File: src/rtl/lab3_seq_detector_param.sv
// Parametrised serial pattern detector with KMP fall-back, selectable
// Mealy/Moore flag, overlap control, enable and saturating match counter.
//
// state        | meaning
// -------------+-----------------------------------------------------------
// S_IDLE (0)   | no pattern prefix matches the tail of accepted input
// 1..PAT_LEN-2 | longest matching pattern prefix has this many bits
// S_LAST       | PAT_LEN-1 bits matched; the next correct bit completes a match
// >= PAT_LEN   | unused encoding, returns to S_IDLE on the next clock
module lab3_seq_detector_param #(
    parameter int                 PAT_LEN = 4,
    parameter logic [PAT_LEN-1:0] PATTERN = 4'b1011,
    parameter bit                 OVERLAP = 1'b1,
    parameter bit                 MOORE   = 1'b0,
    parameter int                 CNT_W   = 8,
    localparam int                SW      = $clog2(PAT_LEN)
) (
    input  logic             clock,
    input  logic             reset,
    input  logic             en,
    input  logic             x,
    input  logic             clr_count,
    output logic             z,
    output logic [CNT_W-1:0] match_count,
    output logic [SW-1:0]    state_dbg
);

    typedef enum logic [SW-1:0] {
        S_IDLE = '0,
        S_LAST = SW'(PAT_LEN - 1)
    } state_t;

    localparam int PAT_I = int'(PATTERN);

    // Bit number idx (0 = first received) of "first s pattern bits followed by b".
    function automatic int seq_bit(int s, int b, int idx);
        int r;
        if (idx == s) r = b;
        else          r = (PAT_I >> (PAT_LEN - 1 - idx)) & 1;
        return r;
    endfunction

    // Next prefix length after accepting b in state s: advance on a correct
    // bit, otherwise the longest proper border of (prefix + b). Evaluated
    // only at elaboration to build the transition tables.
    function automatic int next_fn(int s, int b);
        int res;
        bit ok;
        res = 0;
        if (s < PAT_LEN) begin
            if ((s < PAT_LEN - 1) && (b == ((PAT_I >> (PAT_LEN - 1 - s)) & 1))) begin
                res = s + 1;
            end else begin
                for (int k = 1; k <= s; k++) begin
                    ok = 1'b1;
                    for (int j = 0; j < k; j++) begin
                        if (seq_bit(s, b, s + 1 - k + j) != ((PAT_I >> (PAT_LEN - 1 - j)) & 1))
                            ok = 1'b0;
                    end
                    if (ok) res = k;
                end
            end
        end
        return res;
    endfunction

    // Restart point after a full match when overlapping is allowed.
    localparam int          F_FULL = next_fn(PAT_LEN - 1, PAT_I & 1);
    localparam logic [SW-1:0] F_ST = SW'(F_FULL);

    logic [SW-1:0] fb0 [2**SW];
    logic [SW-1:0] fb1 [2**SW];

    // Transition tables for x=0 / x=1; unused encodings map to 0.
    for (genvar i = 0; i < 2**SW; i++) begin : g_fb
        localparam int N0 = next_fn(i, 0);
        localparam int N1 = next_fn(i, 1);
        assign fb0[i] = SW'(N0);
        assign fb1[i] = SW'(N1);
    end

    state_t s_q;
    state_t s_d;
    logic   match;

    assign match     = en & (s_q == S_LAST) & (x == PATTERN[0]);
    assign state_dbg = s_q;

    // Prefix-length state register.
    always_ff @(posedge clock) begin
        if (reset) s_q <= S_IDLE;
        else       s_q <= s_d;
    end

    // Next-state selection: hold when disabled, restart or fall back otherwise.
    always_comb begin
        s_d = s_q;
        if (int'(s_q) > PAT_LEN - 1) begin
            s_d = S_IDLE;
        end else if (match) begin
            s_d = OVERLAP ? state_t'(F_ST) : S_IDLE;
        end else if (en) begin
            s_d = x ? state_t'(fb1[s_q]) : state_t'(fb0[s_q]);
        end
    end

    if (MOORE) begin : g_moore
        logic z_q;
        // Registered flag, one cycle after the completing bit; holds while en=0.
        always_ff @(posedge clock) begin
            if (reset)   z_q <= 1'b0;
            else if (en) z_q <= match;
        end
        assign z = z_q;
    end else begin : g_mealy
        assign z = match & ~reset;
    end

    // Saturating match counter; a clear beats a simultaneous match.
    always_ff @(posedge clock) begin
        if (reset)                            match_count <= '0;
        else if (clr_count)                   match_count <= '0;
        else if (match && (match_count != '1)) match_count <= match_count + 1'b1;
    end

endmodule

File: config.mk
export PLATFORM = sky130hd
export DESIGN_NAME = lab3_seq_detector_param
export DESIGN_NICKNAME = d
export VERILOG_FILES = /design/src/rtl/lab3_seq_detector_param.sv
export SDC_FILE = /design/constraint.sdc
export NUM_CORES = 1
export LEC_CHECK = 0
export BUFFER_PORTS_ARGS = -buffer_cell sky130_fd_sc_hd__buf_4
export CORE_MARGIN = 2
export CORE_UTILIZATION = 40
export CTS_BUF_LIST = sky130_fd_sc_hd__clkbuf_8
export CTS_CLUSTER_DIAMETER = 80
export DETAILED_ROUTE_END_ITERATION = 6
export PLACE_DENSITY = 0.65
export SLEW_MARGIN = 20
export SYNTH_ARGS = -nofsm -noshare
export SYNTH_HDL_FRONTEND = slang
export SYNTH_SLANG_ARGS = --single-unit
export TNS_END_PERCENT = 20
File: constraint.sdc
create_clock -name clock -period 2 [get_ports clock]
set_input_delay 0.3 -clock clock [delete_from_list [all_inputs] [get_ports clock]]
set_output_delay 0.3 -clock clock [all_outputs]
set_load 0.05 [all_outputs]
======== Word level (Yosys, flattened, before mapping) ========
Cells that the tools add are included.
storage, ports and cells
  flip-flop bits (word level) ............. 10
  latch bits .............................. 0
  bits in writable memories ............... 0
  memory bits (read-only) ................. 0
  output and inout port bits .............. 11
  word-level logic and storage cells ...... 25
  memories kept ........................... 0
cells by class
  add/sub/neg operators ................... 1
  multiply operators ...................... 0
  divide/modulo/power cells ............... 0
  $lt $le $gt $ge ......................... 1
  eq/ne operators ......................... 2
  shift operators ......................... 0
  mux-type cells .......................... 9
  bitwise operators ....................... 5
  reductions and logical operators ........ 4
operator list
  kind                   count
  $mux W2                5
  $add A8 B1 Y8 const B  1
  $bmux W2 S2            2
  $ne A8 B8 Y1 const B   1
  $reduce_or A2 Y1       2
  $and A1 B1 Y1          3
  $ge A3 B3 Y1 const B   1
  $not A2 Y3             1
  $eq A2 B2 Y1 const B   1
  $mux W1                2
  $reduce_bool A2 Y1     1
  $logic_and A1 B1 Y1    1
  $not A1 Y1             1

======== Depth between registers and ports, before layout ========
Gate-level depths: netlist of the first run.
  depth in word-level cells ............... 7
  mapped depth ............................ 4

======== Worst setup path after synthesis of the first run ========
No wires, ideal clock.
  path type ............................... reg-to-output
  start point ............................. register s_q[0] (netlist: state_dbg[0])
  end point ............................... output port z
  data arrival time ....................... 1.607 ns
  required time ........................... 1.700 ns
  setup slack ............................. 0.093 ns
  cell stages (with the launch flop) ...... 3
  path buffers ............................ 0
  cell sequence ........................... dfxtp_1 -> nand4_1 -> nor2_1
on the way
  longest elaborated chain between the ends .. 4
RTL lines
  item                         RTL line  text
  start: declaration           82        state_t s_q;
  start signal: assignment     91        if (reset) s_q <= S_IDLE;
  start signal: assignment     92        else s_q <= s_d;
  $eq A2 B2 Y1                 86        assign match = en & (s_q == S_LAST) & (x == PATTERN[0]);
  $and A1 B1 Y1 (2 in series)  86
  $and A1 B1 Y1                116       assign z = match & ~reset;
  end: declaration             23        output logic z,
No other way between the ends.

======== Worst setup path after layout of the first run ========
Ends and elaborated chain as after synthesis.

==> impl_metrics.json, run 1 <==
{
  "die_w_um": 40.55,
  "grt_pass1_wl_um": 1690,
  "worst_pin_slew_ns": 0.3835,
  "clockRootBuffer": "clkbuf_8",
  "rrSetupSlack_ns": 0.60,
  "synth-seq-cells": 10,
  "finalPower_w": 0.0004317,
  "post_cts_buffers": 0,
  "routed_via_density": 5.495,
  "port_buffers": 15,
  "cts.path.max_buffers": 2,
  "ys_types": 24,
  "r2r_cells": 4,
  "wl_per_cell_um": 12.19,
  "hold_path.class": "input pin to register",
  "setup_viol": 0,
  "max_slew_margin": 0.7377,
  "synth_area_per_cell_um2": 8.758,
  "ys_seq_area_frac": 0.3747,
  "cts.sinks": 10,
  "cts_hold_buf": 0,
  "syn-num-nets": 67,
  "synth-edff-count": 0,
  "cp.arrival_ns": 1.19,
  "p_leak_nw": 0.2847,
  "grt_pass1_vias": 382,
  "cpPeakStageDelay_ns": 0.40,
  "num_rows": 13,
  "period_share": 0.7447,
  "critPathSlowestCell": "dfxtp_1",
  "die_area_um2": 1644,
  "cp_max_fo": 6,
  "drive_above_1_share": 0.2564,
  "crit_family": "flip-flops",
  "design.final.nets": 86,
  "finalSetupTns_ns": 0,
  "tritoncts": "built",
  "r2r_start": "match_count[0]$_SDFFE_PP0P_",
  "clock_latency_ns": 0.23,
  "synthArstFlopShare": 0,
  "dr.pass1.iters": 4,
  "hold_depth": 2,
  "yosys-top-cells-area": "dfxtp_1 37%, mux2i_1 7.5%, and4_1 4.9%",
  "routed_wl_um": 1134,
  "dpl_cell_area_um2": 654.4,
  "dp_hpwl_um": 849.6,
  "finClkSkew_ns": 0.003652,
  "antenna_left": 0,
  "clk_pin_slew_ns": 0.04,
  "hold_start": "reset",
  "rsz0062_at_grt": "no",
  "cts_buffers": 3,
  "drc": 0,
  "drt_iter0_drc": 7,
  "cellPowerDensity_nw_per_um2": 620.6,
  "antennaDiodeCount": 0,
  "finish.instance_area_um2": 695.7,
  "worst_setup_path_start_kind": "register",
  "fmax_mhz": 671.5,
  "post-route-min-period_ns": 1.489,
  "yosys_warnings": 0,
  "status": "completed",
  "globalRouteOverflowTotal": 0,
  "maxSlewViolCount": 0,
  "cts_resized": 0,
  "syn_inst": 61,
  "htreeDepth": 1,
  "synth_area_leader_cell": "dfxtp_1",
  "area_growth_pct": 30.21,
  "vias": 511,
  "ir_drop_v": 0.0003247,
  "netlist.area_leader.share": 0.3747,
  "path_cells": "nand4_1 > nor2_1 > buf_4",
  "antenna_found_initial": 0,
  "yosysMostFrequentCell": "dfxtp_1",
  "netlist_area_um2": 534.3,
  "ys.flop_type": "dfxtp_1",
  "end_kind": "primary output",
  "boundaryPins": 16,
  "start_util": 0.4211,
  "drv_cap": 0,
  "final-hold-violation-count": 0,
  "finalWeightedCongestion": 0.7445,
  "holdPathEnd": "state_dbg[1]$_SDFFE_PP0P_",
  "worst_ep_required_time_ns": 1.70,
  "synthTopCellsByCount": "10 x dfxtp_1, 5 x a21oi_1, 5 x inv_1, 5 x nand2_1, 4 x mux2i_1",
  "worstSetupPathType": "register to primary output",
  "grt_max_degree": 10,
  "track_usage": 0.1610,
  "core_um2": 1269,
  "die_h_um": 40.55,
  "reg2reg_to": "match_count[0]$_SDFFE_PP0P_",
  "cp_num_buf_inv": 1
}
==> sequential cells by signal, summed over array words and instances, names as in the netlist <==
| signal | cells |
|---|---|
| match_count | 8 |
| state_dbg | 2 |
==> worst max path at each step <==
stage / from / to / slack (ns) / cells after the start
floorplan: state_dbg[0]$_SDFFE_PP0P_ / z / 0.09 / 2
global placement: match_count[0]$_SDFFE_PP0P_ / match_count[1]$_SDFFE_PP0P_ / 0.66 / 4
CTS: state_dbg[0]$_SDFFE_PP0P_ / z / 0.51 / 3
global route: state_dbg[0]$_SDFFE_PP0P_ / z / 0.43 / 3
finish: state_dbg[0]$_SDFFE_PP0P_ / z / 0.51 / 3
detailed placement: match_count[0]$_SDFFE_PP0P_ / match_count[1]$_SDFFE_PP0P_ / 0.61 / 4
==> layer usage <==
metal	routed length [um]	share of wire	track usage
met2	493	0.43	0.2222
met5	0	0	0
met3	63	0.056	0.03333
met4	14	0.012	0.1000
met1	562	0.50	0.2233
==> cell families after synthesis <==
family                   Yosys count  share of synthesized area
multiplexers                       4                    0.07494
adder cells (fa/ha/maj)            1                    0.02342
AO/OA/AOI/OAI                     17                     0.2155
buffers and inverters              6                    0.05621
AND/OR/NAND/NOR                   23                     0.2553
flip-flops                        10                     0.3747
==> cell type report <==
| cell class | instances | area [um2] |
|---|---|---|
| tap | 15 | 18.77 |
| multi-input combinational | 45 | 304.0 |
| clock buffer | 3 | 41.29 |
| sequential | 10 | 200.2 |
| inverter | 5 | 18.77 |
| fill | 114 | 573.1 |
| timing repair buffer | 15 | 112.6 |
==> cells in the final DEF, fill, tap and decap left out, drive strengths merged <==
| cell | count |
|---|---|
| buf | 15 |
| nand3b | 1 |
| mux2i | 4 |
| a21oi | 5 |
| nor3 | 1 |
| a21boi | 1 |
| or3 | 1 |
| nand4 | 2 |
| nand2 | 5 |
| nor2 | 3 |
| a31oi | 1 |
| ha | 1 |
| a211oi | 3 |
| a2111oi | 2 |
| or2 | 1 |
| o21ai | 2 |
| inv | 5 |
| clkbuf | 3 |
| nor2b | 2 |
| a41oi | 2 |
| and3 | 3 |
| dfxtp | 10 |
| and4 | 4 |
| a311oi | 1 |
==> through the flow <==
stage / util / cells / hold WS [ns] / setup slack, ns
floorplan: - / 61 / 0.3691 / 0.09292
global placement: 0.5158 / 90 / 0.4901 / 0.6576
detailed placement: 0.5158 / 90 / 0.4962 / 0.6125
CTS: 0.5483 / 93 / 0.2745 / 0.5133
global route: 0.5483 / 93 / 0.2807 / 0.4294
finish: 0.5483 / 93 / 0.2760 / 0.5107
==> where the power goes <==
part / total (W) / switching (W) / internal [W]
Sequential: 0.000204 / 0.00000203 / 0.000202
Clock: 0.000200 / 0.0000692 / 0.000131
Combinational: 0.0000278 / 0.0000162 / 0.0000116
Total: 0.000432 / 0.0000874 / 0.000344
(Power assumes the default switching activity.)
==> inputs of run 2 (changes only) <==
--- a/config.mk
+++ b/config.mk
@@ -5,13 +5,14 @@
 export SDC_FILE = /design/constraint.sdc
 export NUM_CORES = 1
 export LEC_CHECK = 0
+export ABC_AREA = 1
 export BUFFER_PORTS_ARGS = -buffer_cell sky130_fd_sc_hd__buf_4
 export CORE_MARGIN = 2
 export CORE_UTILIZATION = 40
 export CTS_BUF_LIST = sky130_fd_sc_hd__clkbuf_8
 export CTS_CLUSTER_DIAMETER = 80
 export DETAILED_ROUTE_END_ITERATION = 6
-export PLACE_DENSITY = 0.65
+export PLACE_DENSITY = 0.64
 export SLEW_MARGIN = 20
 export SYNTH_ARGS = -nofsm -noshare
 export SYNTH_HDL_FRONTEND = slang
==> constraint.sdc (replaced) <==
create_clock -name clock -period 1.5 [get_ports clock]
set_input_delay 0.225 -clock clock [delete_from_list [all_inputs] [get_ports clock]]
set_output_delay 0.225 -clock clock [all_outputs]
set_load 0.05 [all_outputs]
==> run 2 against run 1 <==
Final area is 11% higher; die area is 4.6% higher; clock-buffer cell count stayed put; clock skew is 0.0034 ns lower; sequential cell count stayed put; register-to-register slack worse by 0.44 ns; final cell count is 29% higher; critical endpoint unchanged; largest cell class unchanged; highest routed layer unchanged.
==> impl_metrics.json, run 2 <==
{
  "routed_via_density": 4.583,
  "cts_buffers": 3,
  "rrSetupSlack_ns": 0.16,
  "max_slew_margin": 0.8530,
  "finalWeightedCongestion": 0.7860,
  "port_buffers": 15,
  "yosys_warnings": 0,
  "r2r_start": "match_count[0]$_SDFFE_PP0P_",
  "top_register": "match_count",
  "hold_depth": 2,
  "track_usage": 0.1515,
  "cp.arrival_ns": 1.15,
  "grt_max_degree": 9,
  "holdPathEnd": "state_dbg[0]$_SDFFE_PP0P_",
  "cts.path.max_buffers": 2,
  "netlist_area_um2": 561.8,
  "post-route-min-period_ns": 1.373,
  "cpPeakStageDelay_ns": 0.33,
  "globalRouteOverflowTotal": 0,
  "p_leak_nw": 0.3468,
  "die_h_um": 41.48,
  "drv_cap": 0,
  "wl_met1_um": 627,
  "fmax_mhz": 728.3,
  "setup_viol": 0,
  "synthTopCellsByCount": "21 x nand2_1, 21 x nor2_1, 10 x dfxtp_1, 6 x inv_1, 6 x nand3_1",
  "worst_pin_slew_ns": 0.2203,
  "tritoncts": "built",
  "drt_iter0_drc": 14,
  "ys_types": 17,
  "grt_pass1_wl_um": 2007,
  "synth_area_per_cell_um2": 6.688,
  "status": "completed",
  "drc": 0,
  "dp_hpwl_um": 923,
  "clk_pin_slew_ns": 0.05,
  "wl_per_cell_um": 10.13,
  "maxSlewViolCount": 0,
  "ys_seq_area_frac": 0.3563,
  "cpMostUsedCell": "nor2_4",
  "pre_cts_slack_ns": 0.1647,
  "hold_start": "reset",
  "synth-seq-cells": 10,
  "worst_ep_required_time_ns": 1.27,
  "finClkSkew_ns": 0.0002837,
  "final_common_cell": "nand2_1",
  "cellPowerDensity_nw_per_um2": 773.4,
  "crit_family": "flip-flops",
  "hold_path.class": "input pin to register",
  "htreeDepth": 1,
  "area_growth_pct": 36.97,
  "r2r_cells": 8,
  "maxUsedRoutingLayer": "met4",
  "cp_num_buf_inv": 2,
  "start_util": 0.4317,
  "cp_max_fo": 5,
  "vias": 550,
  "largest_reg_flops": 8,
  "rsz0062_at_grt": "no",
  "antenna_left": 0,
  "final-hold-violation-count": 0,
  "yosys-top-cells-area": "dfxtp_1 36%, nand2_1 14%, nor2_1 14%",
  "ys.flop_type": "dfxtp_1",
  "fin_ws_ns": 0.1269,
  "syn_inst": 84,
  "finalSetupTns_ns": 0,
  "die_area_um2": 1720,
  "finalPower_w": 0.0005951,
  "netlist.area_leader.share": 0.3563,
  "clock_latency_ns": 0.23,
  "core_um2": 1301,
  "num_rows": 13,
  "cts_resized": 0,
  "synth-edff-count": 0,
  "reg2reg_to": "match_count[0]$_SDFFE_PP0P_",
  "synth_area_leader_cell": "dfxtp_1",
  "grt_pass1_vias": 451,
  "layout_common_cells": "21 x nand2_1, 20 x nor2_1, 18 x buf_4",
  "synthArstFlopShare": 0,
  "dr.pass1.iters": 3,
  "period_share": 0.9154,
  "critPathSlowestCell": "dfxtp_2",
  "drive_above_1_share": 0.3524,
  "design.final.nets": 113,
  "worst_setup_path_start_kind": "register",
  "end_kind": "primary output",
  "boundaryPins": 16,
  "cts.sinks": 10,
  "route.met3.wl_um": 41,
  "wl_met2_um": 523,
  "clockRootBuffer": "clkbuf_8",
  "routed_wl_um": 1215,
  "path_cells": "nand2_1 > nor2_4 > inv_2 > nor2_4 > buf_4",
  "antenna_found_initial": 0,
  "ir_drop_v": 0.0004559,
  "syn-num-nets": 90,
  "antennaDiodeCount": 0,
  "die_w_um": 41.48,
  "worstSetupPathType": "register to primary output"
}
-- run 2: cell types whose count changed in the layout (fill, tap and decap cells not counted), moves of 4 or more --
cell	delta
nand2_2	+4
nand3_1	+6
mux2i_1	-4
nand2_1	+16
nor2_1	+17
dfxtp_2	+4
dfxtp_1	-4
-- run 2: through the flow --
step | instances | area, um2 | utilization | hold slack [ns]
finish | 120 | 769.5 | 0.5913 | 0.1890
global placement | 115 | 713.2 | 0.5481 | 0.4295
floorplan | 84 | 574.3 | - | 0.2867
CTS | 118 | 754.5 | 0.5798 | 0.1858
detailed placement | 115 | 713.2 | 0.5481 | 0.4313
global route | 120 | 769.5 | 0.5913 | 0.1905
-- run 2: cells by family (layout without fill, tap and decap cells) --
logic type / Yosys count / after routing / synth area share
flip-flops: 10 / 10 / 0.3563
AND/OR/NAND/NOR: 60 / 60 / 0.5234
adder cells (fa/ha/maj): 1 / 1 / 0.02227
AO/OA/AOI/OAI: 5 / 5 / 0.04454
buffers and inverters: 8 / 29 / 0.05345
-- run 2: routing by layer --
layer	track usage	up-vias
li1	-	303
met1	0.2086	234
met2	0.2063	9
met3	0.05217	4
met4	0.07742	0
met5	0	-
-- run 2: report_power, final --
part	switching, W	leakage [nW]	internal [W]	total, W
clock	0.0000975	0.0216	0.000175	0.000273
sequential	0.00000284	0.0826	0.000270	0.000273
combinational	0.0000294	0.243	0.0000199	0.0000493
-- run 2: timing repair --
item / 4_1_cts / 5_1_grt
hold buffers: 0 / 0
setup buffers: 0 / 2
endpoints found under the setup margin: 0 / 1
-- run 2: layout make-up --
type                            instances  area (um2)
Sequential cell                        10       205.2
Multi-Input combinational cell         66       339.1
Clock buffer                            3       41.29
Timing Repair Buffer                   18       135.1
Fill cell                             127       531.8
Tap cell                               15       18.77
Inverter                                8       30.03
-- run 2: how the worst max path moves through the flow --
stage                                      from  cells past startpoint                     endpoint
global placement    match_count[0]$_SDFFE_PP0P_                      8  match_count[0]$_SDFFE_PP0P_
detailed placement  match_count[0]$_SDFFE_PP0P_                      8  match_count[1]$_SDFFE_PP0P_
finish                state_dbg[1]$_SDFFE_PP0P_                      5                            z
global route        match_count[0]$_SDFFE_PP0P_                      8  match_count[1]$_SDFFE_PP0P_
floorplan           match_count[2]$_SDFFE_PP0P_                      7  match_count[1]$_SDFFE_PP0P_
CTS                   state_dbg[0]$_SDFFE_PP0P_                      5                            z
